File: src/rtl/cordic_pkg.sv
// Shared constants and encodings for the CORDIC sequencer, datapath and display mux.
package cordic_pkg;

    localparam int unsigned ITER_DEF  = 14;
    localparam int unsigned IW_DEF    = 4;
    localparam int unsigned NFUNC_DEF = 9;
    localparam int unsigned DW        = 16;

    localparam logic [DW-1:0] Q_ONE = 16'h4000;

    // Bit n set means function code n consumes both operands.
    localparam logic [8:0] TWO_OP_MASK = 9'b0_1000_0011;

    localparam logic [3:0] F_0 = 4'd0;
    localparam logic [3:0] F_1 = 4'd1;
    localparam logic [3:0] F_2 = 4'd2;
    localparam logic [3:0] F_3 = 4'd3;
    localparam logic [3:0] F_4 = 4'd4;
    localparam logic [3:0] F_5 = 4'd5;
    localparam logic [3:0] F_6 = 4'd6;
    localparam logic [3:0] F_7 = 4'd7;
    localparam logic [3:0] F_8 = 4'd8;

    typedef enum logic [2:0] {
        S_IDLE = 3'd0,
        S_FUNC = 3'd1,
        S_OP1  = 3'd2,
        S_OP2  = 3'd3,
        S_ARM  = 3'd4,
        S_LOAD = 3'd5,
        S_RUN  = 3'd6,
        S_DONE = 3'd7
    } state_e;

    function automatic logic is_two_op(input logic [3:0] code);
        logic [15:0] mask;
        mask = 16'(TWO_OP_MASK);
        return mask[code];
    endfunction

endpackage

File: src/rtl/cordic_iter_cnt.sv
// Micro-rotation index counter: clear, load, increment, and a registered
// terminal-count flag that is high while the count equals ITER-1.
module cordic_iter_cnt #(
    parameter int unsigned ITER = 14,
    parameter int unsigned IW   = 4
) (
    input  logic          clk,
    input  logic          rst,
    input  logic          clr_i,
    input  logic          ld_i,
    input  logic [IW-1:0] ld_val_i,
    input  logic          en_i,
    output logic [IW-1:0] cnt_o,
    output logic          tc_o
);

    logic [IW-1:0] cnt_q, cnt_d;
    logic          tc_q, tc_d;

    // Clear wins over load, load over increment; the count wraps to 0 after ITER-1.
    always_comb begin
        cnt_d = cnt_q;
        if (clr_i) begin
            cnt_d = '0;
        end else if (ld_i) begin
            cnt_d = ld_val_i;
        end else if (en_i) begin
            cnt_d = tc_q ? '0 : IW'(cnt_q + 1'b1);
        end
        tc_d = (cnt_d == IW'(ITER - 1));
    end

    always_ff @(posedge clk or posedge rst) begin
        if (rst) begin
            cnt_q <= '0;
            tc_q  <= 1'(ITER == 1);
        end else begin
            cnt_q <= cnt_d;
            tc_q  <= tc_d;
        end
    end

    assign cnt_o = cnt_q;
    assign tc_o  = tc_q;

endmodule

File: src/rtl/cordic_seq.sv
// Operand-entry and iteration sequencer: collects function and operands via
// st pulses, then loads and steps the CORDIC datapath for ITER rotations.
module cordic_seq
    import cordic_pkg::*;
#(
    parameter int unsigned   ITER  = ITER_DEF,
    parameter int unsigned   IW    = IW_DEF,
    parameter int unsigned   NFUNC = NFUNC_DEF,
    parameter logic [15:0]   ONE   = Q_ONE
) (
    input  logic          clk,
    input  logic          rst,
    input  logic          st,
    input  logic [15:0]   sw_in,
    output logic [3:0]    dp_func,
    output logic [15:0]   dp_op1,
    output logic [15:0]   dp_op2,
    output logic          dp_load,
    output logic          dp_step,
    output logic [IW-1:0] dp_iter,
    output logic [2:0]    phase,
    output logic          busy,
    output logic          result_valid,
    output logic          err
);

    state_e        state_q, state_d;
    logic [3:0]    func_q, func_d;
    logic [15:0]   op1_q, op1_d;
    logic [15:0]   op2_q, op2_d;
    logic          load_q, load_d;
    logic          step_q, step_d;
    logic          busy_q, busy_d;
    logic          valid_q, valid_d;
    logic          err_q, err_d;
    logic          cnt_clr, cnt_en, cnt_tc;
    logic [IW-1:0] cnt_val;

    cordic_iter_cnt #(
        .ITER (ITER),
        .IW   (IW)
    ) u_iter_cnt (
        .clk      (clk),
        .rst      (rst),
        .clr_i    (cnt_clr),
        .ld_i     (1'b0),
        .ld_val_i ('0),
        .en_i     (cnt_en),
        .cnt_o    (cnt_val),
        .tc_o     (cnt_tc)
    );

    // Next state, operand latches, and counter control.
    always_comb begin
        state_d = state_q;
        func_d  = func_q;
        op1_d   = op1_q;
        op2_d   = op2_q;
        err_d   = 1'b0;
        cnt_clr = 1'b0;
        cnt_en  = 1'b0;

        case (state_q)
            S_IDLE: begin
                if (st) state_d = S_FUNC;
            end
            S_FUNC: begin
                if (st) begin
                    if (32'(sw_in[3:0]) >= NFUNC) begin
                        err_d = 1'b1;
                    end else begin
                        func_d = sw_in[3:0];
                        if (is_two_op(sw_in[3:0])) begin
                            state_d = S_OP1;
                        end else begin
                            op1_d   = ONE;
                            state_d = S_OP2;
                        end
                    end
                end
            end
            S_OP1: begin
                if (st) begin
                    op1_d   = sw_in;
                    state_d = S_OP2;
                end
            end
            S_OP2: begin
                if (st) begin
                    op2_d   = sw_in;
                    state_d = S_ARM;
                end
            end
            S_ARM: begin
                if (st) begin
                    cnt_clr = 1'b1;
                    state_d = S_LOAD;
                end
            end
            S_LOAD: begin
                state_d = S_RUN;
            end
            S_RUN: begin
                cnt_en = 1'b1;
                if (cnt_tc) state_d = S_DONE;
            end
            S_DONE: begin
                if (st) state_d = S_FUNC;
            end
            default: begin
                state_d = S_IDLE;
            end
        endcase
    end

    // Status outputs are decoded from the next state so they line up with phase.
    always_comb begin
        load_d  = (state_d == S_LOAD);
        step_d  = (state_d == S_RUN);
        busy_d  = (state_d == S_LOAD) || (state_d == S_RUN);
        valid_d = (state_d == S_DONE);
    end

    always_ff @(posedge clk or posedge rst) begin
        if (rst) begin
            state_q <= S_IDLE;
            func_q  <= '0;
            op1_q   <= '0;
            op2_q   <= '0;
            load_q  <= 1'b0;
            step_q  <= 1'b0;
            busy_q  <= 1'b0;
            valid_q <= 1'b0;
            err_q   <= 1'b0;
        end else begin
            state_q <= state_d;
            func_q  <= func_d;
            op1_q   <= op1_d;
            op2_q   <= op2_d;
            load_q  <= load_d;
            step_q  <= step_d;
            busy_q  <= busy_d;
            valid_q <= valid_d;
            err_q   <= err_d;
        end
    end

    assign dp_func      = func_q;
    assign dp_op1       = op1_q;
    assign dp_op2       = op2_q;
    assign dp_load      = load_q;
    assign dp_step      = step_q;
    assign dp_iter      = cnt_val;
    assign phase        = state_q;
    assign busy         = busy_q;
    assign result_valid = valid_q;
    assign err          = err_q;

endmodule

File: config.mk
export PLATFORM = sky130hd
export DESIGN_NAME = cordic_seq
export DESIGN_NICKNAME = d
export VERILOG_FILES = /design/src/rtl/cordic_pkg.sv /design/src/rtl/cordic_iter_cnt.sv /design/src/rtl/cordic_seq.sv
export SDC_FILE = /design/constraint.sdc
export NUM_CORES = 1
export LEC_CHECK = 0
export CAP_MARGIN = 20
export CORE_ASPECT_RATIO = 1.4
export CORE_MARGIN = 4
export CORE_UTILIZATION = 41
export CTS_BUF_LIST = sky130_fd_sc_hd__clkbuf_16
export DETAILED_ROUTE_END_ITERATION = 7
export GPL_TIMING_DRIVEN = 0
export PLACE_DENSITY = 0.77
export REMOVE_ABC_BUFFERS = 1
export SLEW_MARGIN = 30
export SYNTH_ARGS = -nofsm -noshare
export SYNTH_HDL_FRONTEND = slang
export SYNTH_SLANG_ARGS = --single-unit
export TNS_END_PERCENT = 100
File: constraint.sdc
create_clock -name clk -period 1.4 [get_ports clk]
set_input_delay 0.21 -clock clk [delete_from_list [all_inputs] [get_ports clk]]
set_output_delay 0.21 -clock clk [all_outputs]
set_load 0.02 [all_outputs]
==> flow_summary_export.csv <==
group,metric,value,unit
route,drc,0,
die,die_h,91.9,µm
die,io_pins,67,
critical_path,path_class,"register to register",
sta,fin_setup_tns,-3.62,ns
clock_network,cts_tree,"done",
global_route,met1_usage,22.5,%
outcome,status,"finished with violations",
clock_network,clk_latency,0.29,ns
route,wl,5290,µm
route,vias,1603,
die,rows,30,
global_route,grt.busiest_layer,"met2",
synth,synthCells,160,
global_route,met2_usage,29.6,%
clock_network,cts_buffers,5,
sta,slew_headroom,60.7,%
placement,io_buffers,66,
critical_path,start_kind,"register",
sta,setup_viol,36,
cells_and_area,final_common_cell,"dlygate4sd2_1",
clock_network,cts_buffer_depth,2,
critical_path,crit_top_cell,"buf_4",
cells_and_area,drive_gt1_share,34.8,%
job,drv_cap,0,
synth,synth_top_area_share,59.5,%
power,p_per_area,2390,nW/µm²
sta,drv_slew,0,
die,start_util,42.6,%
critical_path,slowest_stage,"dfrtp_2",
cells_and_area,layout_common_cells,"dlygate4sd2_1, dfrtp_1, mux2_2",
global_route,grt_overflow_total,0,
global_route,use_met3,4.04,%
route,first_pass_iters,4,
cells_and_area,finalNetCount,266,
clock_network,cts.sinks,49,
sta,rsz0062_at_grt,"yes",
die,core,4840,µm²
synth,synth_largest_area_cell,"dfrtp_1",
clock_network,clk_pin_slew,0.07,ns
cells_and_area,layout.core_utilization,65.4,%
synth,synth_ff_type,"dfrtp_1",
cells_and_area,areaGrowthSynthToFinish,53.5,%
cells_and_area,stdcell_count,311,
synth,ys_seq_area_share,59.5,%
global_route,grt_pass1_vias,1653,
critical_path,crit_buf_inv,2,
global_route,track_usage,17.9,%
die,die_w,67.9,µm
sta,tightest_slew,0.589,ns
sta,fin_crit_sh,111,%
synth,ys_seq_elements,49,
synth,synth-edff-count,0,
sta,hold_viol,0,
sta,fin_skew,0.00881,ns
critical_path,cp.arrival,1.72,ns
power,ir_drop,1410,µV
sta,setup_ws,-0.153,ns
sta,fin_crit,1.55,ns
global_route,grt_antenna_before_repair,0,
route,via_per_inst,5.15,
critical_path,cp.required,1.57,ns
placement,routabilityCongestion,0.702,
route,detail-route-antenna-nets,0,
placement,dp.cells,278,
global_route,grt_pass1_wl,8460,µm
clock_network,ctsHtreeMaxLevel,2,
clock_network,hold_buffers,0,
synth,syn_area,2060,µm²
hold_path,hp-class,"primary input to register",
synth,synthTopCellsByArea,"dfrtp_1, mux2_2, a22o_1",
synth,async_flop_share,100,%
placement,hpwl,3130,µm
hold_path,whs_path_depth,3,
outcome,failed_checks,"setup timing",
critical_path,crit_fanout,8,
synth,yosys_warnings,0,
clock_network,cts_root_buffer,"clkbuf_16",
synth,syn_avg_cell_area,12.9,µm²
sta,fmax,644,MHz
critical_path,rr_worst_depth,5,
critical_path,cpLargestDelayFamily,"flip-flops",
die,die-area,6240,µm²
route,wl_per_cell,17.0,µm
critical_path,critPathCaptureType,"register",
global_route,grt_max_degree,50,
critical_path,crit_chain,"buf_4 -> buf_4 -> nand3_2 -> nand2b_4 -> mux2_2",
power,p_leak,0.00154,µW
placement,place_ws,-1.00,ns
critical_path,slowest_delay,0.43,ns
synth,netlist-cell-type-count,35,
critical_path,path_depth,5,
route,drtIter0Drc,41,
cells_and_area,antennaDiodeCount,0,
flip-flops by register name (all words and copies together) (netlist names):
name and count:
dp_func 4, result_valid 1, dp_op1 16, u_iter_cnt.cnt_o 4, busy 1, dp_step 1, dp_load 1, phase 3
dp_op2 16, u_iter_cnt.tc_o 1, err 1
what timing repair did:
item | 4_1_cts | 5_1_grt
endpoints found under the hold margin | 0 | 0
pin swaps | 7 | 8
cloned | 2 | 0
buffers inserted | 18 | 7
setup endpoints to repair | 92 | 44
resized for setup | 100 | 13
worst min-delay path, cell delays in order:
cell	delay, ns
buf_2	0.17
o31ai_4	0.09
nor4_1	0.05
report_power, final:
part           switching (µW)  total [µW]  internal, µW
Combinational            2090        3970          1880
Sequential                376        2420          2040
Clock                     512        1170           655
synth_stat cells, types with 3 or more instances:
library cell,instances
dfrtp_1,49
mux2_2,20
a22o_1,9
buf_2,9
nor2_1,7
a21oi_1,5
a22o_2,5
inv_1,5
nand2_1,5
o21ai_0,4
and3_1,3
nand2b_1,3
nand3_1,3
nor3b_1,3
xor2_1,3
layer usage:
metal / share of wire (%) / wire (µm)
met5: 0 / 0
met4: 0.93 / 49
met3: 5.7 / 300
met2: 52 / 2750
met1: 41 / 2200
kinds of logic (layout without fill, tap and decap cells):
group,Yosys count,count (layout),share of synthesized area (%)
flip-flops,49,49,59.5
AND/OR/NAND/NOR,36,38,9.77
AO/OA/AOI/OAI,32,32,12.7
multiplexers,21,21,11.4
buffers and inverters,17,102,4.37
XOR/XNOR,4,4,1.70
adder cells (fa/ha/maj),1,1,0.607
path summary, 6_finish.rpt:
check | from | slack [ns] | end
worst min register to register | dp_op1[6] | 0.49 | dp_op1[6]
min in group asynchronous | rst | 0.36 | dp_op1[15]
max in group asynchronous | rst | 0.62 | phase[1]
worst min-delay path | sw_in[3] | 0.27 | err
worst max register to register | phase[1] | -0.15 | dp_op2[3]
worst max-delay path | phase[1] | -0.15 | dp_op2[3]
per-stage QoR:
step	power, µW	hold WS, ns	instance area (µm²)
final	7550	0.272	3170
after global routing	8000	0.302	3170
after CTS	7410	0.303	3110
after detailed placement	5970	0.481	2730
after global placement	5890	0.481	2730
after floorplan	4340	0.350	1990
cell type report:
type | instances | area [µm²]
fillers | 380 | 1680
flip-flops and latches | 49 | 1230
well taps | 64 | 80.1
clock inverters | 3 | 18.8
clock buffers | 5 | 125
inverters | 5 | 25.0
multi-input cells | 96 | 912
repair buffers | 89 | 774
(Power assumes the default switching activity.)
